<file path="src/rtl/gcn_pkg.sv">
// ============================================================================
// gcn_pkg : shared state encoding and stage codes for the GCN stage sequencer
// Revision: 1.0
// ============================================================================
`default_nettype none

package gcn_pkg;

   typedef enum logic [2:0] {
      IDLE   = 3'd0,
      TRANS  = 3'd1,
      COMB   = 3'd2,
      ARGMAX = 3'd3,
      DONE   = 3'd4,
      FLUSH  = 3'd5,
      ERROR  = 3'd6
   } seq_state_t;

   localparam logic [1:0] STAGE_NONE   = 2'd0;
   localparam logic [1:0] STAGE_TRANS  = 2'd1;
   localparam logic [1:0] STAGE_COMB   = 2'd2;
   localparam logic [1:0] STAGE_ARGMAX = 2'd3;

   function automatic logic stage_active(input seq_state_t s);
      return (s == TRANS) || (s == COMB) || (s == ARGMAX);
   endfunction

   function automatic logic [1:0] stage_code(input seq_state_t s);
      case (s)
         TRANS:   return STAGE_TRANS;
         COMB:    return STAGE_COMB;
         ARGMAX:  return STAGE_ARGMAX;
         default: return STAGE_NONE;
      endcase
   endfunction

endpackage

`default_nettype wire

</file>
<file path="src/rtl/gcn_stage_watchdog.sv">
// ============================================================================
// gcn_stage_watchdog : per-stage cycle counter flagging expiry at TIMEOUT_CYCLES-1
// Revision: 1.0
// ============================================================================
`default_nettype none

module gcn_stage_watchdog #(
   parameter int TIMEOUT_CYCLES  = 1024,
   parameter int STAGE_CNT_WIDTH = $clog2(TIMEOUT_CYCLES)
) (
   input  logic clk,
   input  logic reset,
   input  logic clr_i,
   input  logic en_i,
   output logic expired_o
);

   localparam logic [STAGE_CNT_WIDTH-1:0] C_LAST = STAGE_CNT_WIDTH'(TIMEOUT_CYCLES - 1);

   logic [STAGE_CNT_WIDTH-1:0] cnt_q;

   assign expired_o = (cnt_q == C_LAST);

   // Holds at the last value so the counter never wraps back into range.
   always_ff @(posedge clk or negedge reset) begin
      if (!reset) begin
         cnt_q <= '0;
      end else if (clr_i) begin
         cnt_q <= '0;
      end else if (en_i && !expired_o) begin
         cnt_q <= cnt_q + STAGE_CNT_WIDTH'(1);
      end
   end

endmodule

`default_nettype wire

</file>
<file path="src/rtl/gcn_stage_sequencer.sv">
// ============================================================================
// gcn_stage_sequencer : schedules Transformation -> Combination -> Argmax,
// arbitrates the shared memory read port, and supervises each stage.
// Revision: 1.0
// ============================================================================
`default_nettype none

module gcn_stage_sequencer
   import gcn_pkg::*;
#(
   parameter int ADDR_WIDTH      = 8,
   parameter int TIMEOUT_CYCLES  = 1024,
   parameter int CYCLE_WIDTH     = 16,
   parameter int STAGE_CNT_WIDTH = $clog2(TIMEOUT_CYCLES)
) (
   input  logic                   clk,
   input  logic                   reset,
   input  logic                   start,
   input  logic                   abort,
   input  logic                   done_trans,
   input  logic                   done_comb,
   input  logic                   done_argmax,
   output logic                   en_trans,
   output logic                   en_comb,
   output logic                   en_argmax,
   input  logic                   trans_rd_en,
   input  logic [ADDR_WIDTH-1:0]  trans_rd_addr,
   input  logic                   comb_rd_en,
   input  logic [ADDR_WIDTH-1:0]  comb_rd_addr,
   output logic                   mem_rd_en,
   output logic [ADDR_WIDTH-1:0]  mem_rd_addr,
   output logic                   busy,
   output logic                   done,
   output logic                   error,
   output logic [1:0]             error_stage,
   output logic [CYCLE_WIDTH-1:0] cycle_count
);

   seq_state_t             state_q, state_d;
   logic [1:0]             error_stage_q, error_stage_d;
   logic                   en_trans_q, en_comb_q, en_argmax_q;
   logic                   busy_q, done_q, error_q;
   logic [CYCLE_WIDTH-1:0] cycle_q;
   logic                   wd_expired;
   logic                   wd_clr;

   always_comb begin
      state_d = state_q;
      case (state_q)
         IDLE:    if (start) state_d = TRANS;
         TRANS:   if (abort) state_d = IDLE;
                  else if (done_trans) state_d = COMB;
                  else if (wd_expired) state_d = ERROR;
         COMB:    if (abort) state_d = IDLE;
                  else if (done_comb) state_d = ARGMAX;
                  else if (wd_expired) state_d = ERROR;
         ARGMAX:  if (abort) state_d = IDLE;
                  else if (done_argmax) state_d = DONE;
                  else if (wd_expired) state_d = ERROR;
         DONE:    if (abort) state_d = IDLE;
                  else if (start) state_d = FLUSH;
         FLUSH:   state_d = TRANS;
         ERROR:   if (start) state_d = TRANS;
         default: state_d = IDLE;
      endcase
   end

   // The timed-out stage is captured on entry to ERROR and held while there.
   always_comb begin
      error_stage_d = STAGE_NONE;
      if (state_d == ERROR) begin
         error_stage_d = (state_q == ERROR) ? error_stage_q : stage_code(state_q);
      end
   end

   assign wd_clr = (state_d != state_q) && stage_active(state_d);

   gcn_stage_watchdog #(
      .TIMEOUT_CYCLES  (TIMEOUT_CYCLES),
      .STAGE_CNT_WIDTH (STAGE_CNT_WIDTH)
   ) u_watchdog (
      .clk       (clk),
      .reset     (reset),
      .clr_i     (wd_clr),
      .en_i      (stage_active(state_q)),
      .expired_o (wd_expired)
   );

   always_ff @(posedge clk or negedge reset) begin
      if (!reset) begin
         state_q       <= IDLE;
         en_trans_q    <= 1'b0;
         en_comb_q     <= 1'b0;
         en_argmax_q   <= 1'b0;
         busy_q        <= 1'b0;
         done_q        <= 1'b0;
         error_q       <= 1'b0;
         error_stage_q <= STAGE_NONE;
      end else begin
         state_q       <= state_d;
         en_trans_q    <= (state_d == TRANS) || (state_d == COMB) ||
                          (state_d == ARGMAX) || (state_d == DONE);
         en_comb_q     <= (state_d == COMB) || (state_d == ARGMAX) || (state_d == DONE);
         en_argmax_q   <= (state_d == ARGMAX) || (state_d == DONE);
         busy_q        <= stage_active(state_d);
         done_q        <= (state_d == DONE);
         error_q       <= (state_d == ERROR);
         error_stage_q <= error_stage_d;
      end
   end

   always_ff @(posedge clk or negedge reset) begin
      if (!reset) begin
         cycle_q <= '0;
      end else if ((state_d == TRANS) && (state_q != TRANS)) begin
         cycle_q <= '0;
      end else if (stage_active(state_q) && (cycle_q != '1)) begin
         cycle_q <= cycle_q + CYCLE_WIDTH'(1);
      end
   end

   always_comb begin
      mem_rd_en   = 1'b0;
      mem_rd_addr = '0;
      case (state_q)
         TRANS: begin
            mem_rd_en   = trans_rd_en;
            mem_rd_addr = trans_rd_addr;
         end
         COMB: begin
            mem_rd_en   = comb_rd_en;
            mem_rd_addr = comb_rd_addr;
         end
         default: begin
            mem_rd_en   = 1'b0;
            mem_rd_addr = '0;
         end
      endcase
   end

   assign en_trans    = en_trans_q;
   assign en_comb     = en_comb_q;
   assign en_argmax   = en_argmax_q;
   assign busy        = busy_q;
   assign done        = done_q;
   assign error       = error_q;
   assign error_stage = error_stage_q;
   assign cycle_count = cycle_q;

endmodule

`default_nettype wire

</file>
<file path="config.mk">
export PLATFORM = sky130hd
export DESIGN_NAME = gcn_stage_sequencer
export DESIGN_NICKNAME = d
export VERILOG_FILES = /design/src/rtl/gcn_pkg.sv /design/src/rtl/gcn_stage_watchdog.sv /design/src/rtl/gcn_stage_sequencer.sv
export SDC_FILE = /design/constraint.sdc
export NUM_CORES = 1
export LEC_CHECK = 0
export ABC_AREA = 1
export BUFFER_PORTS_ARGS = -buffer_cell sky130_fd_sc_hd__buf_2
export CAP_MARGIN = 20
export CORE_MARGIN = 2
export CORE_UTILIZATION = 44
export DETAILED_ROUTE_END_ITERATION = 8
export MAX_ROUTING_LAYER = met4
export PLACE_DENSITY = 0.77
export SYNTH_ARGS = -nofsm -noshare
export SYNTH_HDL_FRONTEND = slang
export SYNTH_SLANG_ARGS = --single-unit
export TNS_END_PERCENT = 100
</file>
<file path="constraint.sdc">
create_clock -name clk -period 2.05 [get_ports clk]
set_input_delay 0.3075 -clock clk [delete_from_list [all_inputs] [get_ports clk]]
set_output_delay 0.3075 -clock clk [all_outputs]
set_load 0.005 [all_outputs]
</file>
# Word level (Yosys, flattened, before mapping)
# Index checks and enable logic that the tools add are counted.
[totals]
in_bits = 25
register_bits = 37
out_inout_bits = 33
[classes]
mux = 20
reduce_logical = 17
addsub = 2
n_eq_ne = 16
[op_table]
columns = ["op", "n"]
rows = [
  ["$mux 16", 2],
  ["$mux 3", 10],
  ["$mux 10", 2],
  ["$pmux 3 s6", 1],
  ["$add 16x1->16 const B", 1],
  ["$ne 16x16->1 const B", 1],
  ["$pmux 8 s2", 1],
  ["$eq 3x3->1 const B", 5],
  ["$eq 3x2->1 const B", 4],
  ["$add 10x1->10 const B", 1],
  ["$eq 10x10->1 const B", 1],
  ["$logic_or 1x1->1", 8],
  ["$eq 3x1->1 const B", 2],
  ["$pmux 2 s3", 1],
  ["$logic_and 1x1->1", 4],
  ["$mux 2", 2],
  ["$reduce_bool 2->1", 2],
  ["$logic_not 3->1", 1],
  ["$ne 3x1->1 const B", 1],
  ["$ne 3x3->1", 1],
  ["$ne 2x2->1 const B", 1],
  ["$pmux 1 s2", 1],
  ["$reduce_or 2->1", 1],
  ["$logic_not 1->1", 1],
]

# Depth between registers and ports, before layout
[logic_depth]
word_depth = 10
ltp_mapped = 15

# By module
# Synthesis repeated with hierarchy kept, for this count alone.
[hier_totals]
cells_unflattened = 349
area_unflattened_um2 = 2521.2
[modules_own_cells]
columns = ["module", "n_inst", "cells_each", "area_each_um2", "seq_area_each_um2"]
rows = [
  ["gcn_stage_sequencer", 1, 251, 1855.5, 675.6],
  ["gcn_stage_watchdog", 1, 98, 665.6, 250.2],
]

# Least setup slack after synthesis
# OpenSTA, ideal clock, no wires.
[synth_timing]
kind = "register to register"
from = "register cycle_q[0] (netlist: cycle_count[0])"
to = "register cycle_q[5] (netlist: cycle_count[5])"
synth_period_minus_slack_ps = 1825
setup_time_ps = 117
required_ps = 1933
path_stages_with_launch = 16
slack_ps = 225
t_arrival_ps = 1708
path_cell_list = "dfrtp_1 ha_1 nand2_1 nor2_4 nand2_4 nor2_4 nand2_2 nor2_2 nand2_2 nand2_4 inv_4 buf_6 nand2_1 nand2_1 nand2_1 nor2_1"
[synth_via]
elab_chain_cells = 3
[synth_rtl]
columns = ["element", "line", "rtl"]
rows = [
  ["from (decl)", "gcn_stage_sequencer.sv:43", "logic [CYCLE_WIDTH-1:0] cycle_q;"],
  ["from (signal assigned)", "gcn_stage_sequencer.sv:118", "cycle_q <= cycle_q + CYCLE_WIDTH'(1);"],
  ["$add 16x1->16 / $ne 16x16->1 (equally long branches)", "gcn_stage_sequencer.sv:118, gcn_stage_sequencer.sv:117", ""],
  ["$mux 16 / $logic_and 1x1->1 (equally long branches)", "gcn_stage_sequencer.sv:117", "end else if (stage_active(state_q) && (cycle_q != '1)) begin"],
  ["$mux 16 / $reduce_bool 2->1 (equally long branches)", "n/a", ""],
]
# Several ways; a longest one is shown, not always the timed one. The select of a mux whose other input is x is not followed.
# A chain may end at the register's enable or synchronous reset.

# Worst setup path in the final report
[layout_timing]
from = "register cycle_q[1] (netlist: cycle_count[1])"
to = "register cycle_q[12] (netlist: cycle_count[12])"
# Same word-level chain as after synthesis.

==> flow_summary.toml <==
[cells_and_area]
stdcell_area_um2 = 2850
nFillCells = 494
stdcell_count = 427
insertedDiodeCount = 0
area_delta_synth_final_pct = 21.1
regArea_um2 = 926
post-route-util = 0.555
layout-drive-gt1-share = 0.311
nets = 383
multiInputGateArea_um2 = 1240

[route]
wl_mm = 5.41
vias_per_cell = 5.12
first_pass_iters = 4
ant_nets = 0
wl_per_cell_um = 12.7
num_vias = 2187
drt_iter0_markers = 175
remaining_drc_errors = 0

[synth]
synth_top_cell_area_share = 0.393
synth_cell_type_count = 30
synthTopCellsByArea = "dfrtp_1 39%, nand2_1 11%, xor2_1 5.6%"
synth-edff-count = 0
syn_nets = 315
netlist_instances = 288
syn-cell-area_um2 = 2360
seq_area_frac_synth = 0.393
ys_seq_elements = 37
yosys.area.top_type = "dfrtp_1"
dominantRegCellSynth = "dfrtp_1"
async_flop_share = 1.00
ys_warn_count = 0
syn_avg_cell_area_um2 = 8.18

[critical_path]
cp.required_ns = 2.24
end_kind = "register"
crit_type = "reg2reg"
cp_slowest_cell = "dfrtp_1"
worstPathArrival_ns = 2.11
startpoint_type = "register"
cpLargestDelayFamily = "simple AND/OR/NAND/NOR gates"
cp_max_fo = 11
slowest_delay_ns = 0.42
r2r_start = "cycle_count[1]"
cp_common_cell = "nand2_1"
critPathLaunch = "cycle_count[1]"
worst-path-buf-inv = 2
crit_chain = "ha_4 -> nand2_1 -> nor2_4 -> nand2_4 -> nor2_4 -> nand2_2 -> nor2_2 -> nand2_2 -> nand2_4 -> inv_4 -> nor2_8 -> inv_2 -> nand2_1 -> nand2_1"

[global_route]
grt_pass1_wl_mm = 9.00
antenna_found_initial = 0
grt.overflow.total = 0
grt_pass1_vias = 2043
grt_max_degree = 38
grt.total_usage = 0.190

[clocking]
clk_pin_slew_ns = 0.08
clkLatencyLatePin_ns = 0.30
htree_levels = 2
numClockSinks = 37
cts_root_buf = "clkbuf_8"
cts_hold_buf = 0
cts_buffer_depth = 2
cts_tree = "yes"
cts_buffers = 5

[outcome]
outcome = "completed"

[placed_design]
dp_cells = 412
hpwl_mm = 3.92
place_congestion = 0.962
io_buffers = 57
dpl_cell_area_um2 = 2690

[sta]
max_freq_ghz = 0.519
worstMarginPinSlew_ns = 0.814
hold_violations = 0
fin_hold_ws_ns = 0.0941
period_share = 0.939
finalSetupViolations = 0
period_minus_slack_ns = 1.93
drv_slew = 0
slew_headroom = 0.457
fin_skew_ns = 0.0155

[floorplanning]
io_pins = 58
num_rows = 26
start_util = 0.458
core_area_um2 = 5140
die_w_um = 77.2
dieArea_um2 = 5960
die_h_um = 77.2

[power]
p_leak_nw = 1.41
powerDensity_nw_per_um2 = 840
ir_drop_uv = 565

[run]
drv_cap = 0

[hold_path]
hold_class = "in2async"
-- state kept, by name, indices dropped and copies added (netlist names) --
register and count:
error 1, en_trans 1, state_q 3, busy 1, en_argmax 1, en_comb 1
done 1, error_stage 2, u_watchdog.cnt_q 10, cycle_count 16
-- cell usage after synthesis (6+ instances only) --
cell / instances
nand2_1: 69
nand2_2: 8
nor2_1: 18
a21oi_1: 12
nor2_4: 6
a32o_1: 9
xor2_1: 15
buf_6: 6
nand3_1: 20
inv_1: 28
nor3_1: 9
o21ai_0: 10
dfrtp_1: 37
-- layer usage --
metal / wire length, um / GRT usage
met5: 0 / -
met3: 260 / 0.0424
met2: 2740 / 0.301
met1: 2340 / 0.239
met4: 61 / 0.0714
-- cells by family after synthesis --
logic type | share of synthesized area
xor+xnor | 0.0595
compound gates | 0.130
fa+ha+maj | 0.0106
flops | 0.393
buf+inv | 0.0876
simple gates | 0.319
-- power breakdown --
group	total, mW	leakage (nW)	switching [mW]	internal [mW]
Combinational	0.949	0.849	0.593	0.357
Sequential	0.883	0.506	0.0722	0.811
Clock	0.565	0.0542	0.261	0.304
-- through the flow --
stage                     setup WS, ns  TNS [ns]  total power [mW]
after floorplan                  0.225         0              1.57
after global placement           0.116         0              1.76
after detailed placement        0.0667         0              1.78
after CTS                       0.0441         0              2.35
after global routing          -0.00882  -0.00882              2.56
final                            0.124         0              2.40
-- path summary, 6_finish.rpt --
path,end,slack [ns],cells after the start
worst max-delay path,cycle_count[12],0.12,14
worst min-delay path,cycle_count[7],0.09,1
worst max register to register,cycle_count[12],0.12,14
worst min register to register,error_stage[1],0.48,2
max in group asynchronous,cycle_count[1],1.43,1
min in group clk,state_q[2],0.42,4
-- layout make-up --
| class | instances | share of cell area |
|---|---|---|
| clock buffer | 7 | 0.0338 |
| clock inverter | 1 | 0.00175 |
| inverter | 34 | 0.0474 |
| multi-input combinational | 211 | 0.436 |
| sequential | 37 | 0.325 |
| tap | 70 | 0.0307 |
| timing repair buffer | 67 | 0.126 |
-- cell usage in the layout, fill, tap and decap left out, types with 2 or more instances in the layout --
cell and count:
o21ai_0 10, clkbuf_8 7, nand4_1 5, nor2_8 2, inv_2 3, xor2_1 15, o21ai_1 5, a21oi_1 12
nor2_4 6, nand2_4 5, dfrtp_1 37, nand2_1 69, nor3_1 9, inv_1 28, nor2_1 18, inv_4 3
buf_4 10, buf_2 57, nand3_1 20, o31ai_1 5, a32o_1 9, nand2_2 8, nor2_2 4
-- timing repair --
action,4_1_cts,5_1_grt
resized for setup,0,2
setup endpoints to repair,0,20
buffers inserted,0,6
endpoints found under the hold margin,0,0
(Power assumes the default switching activity.)
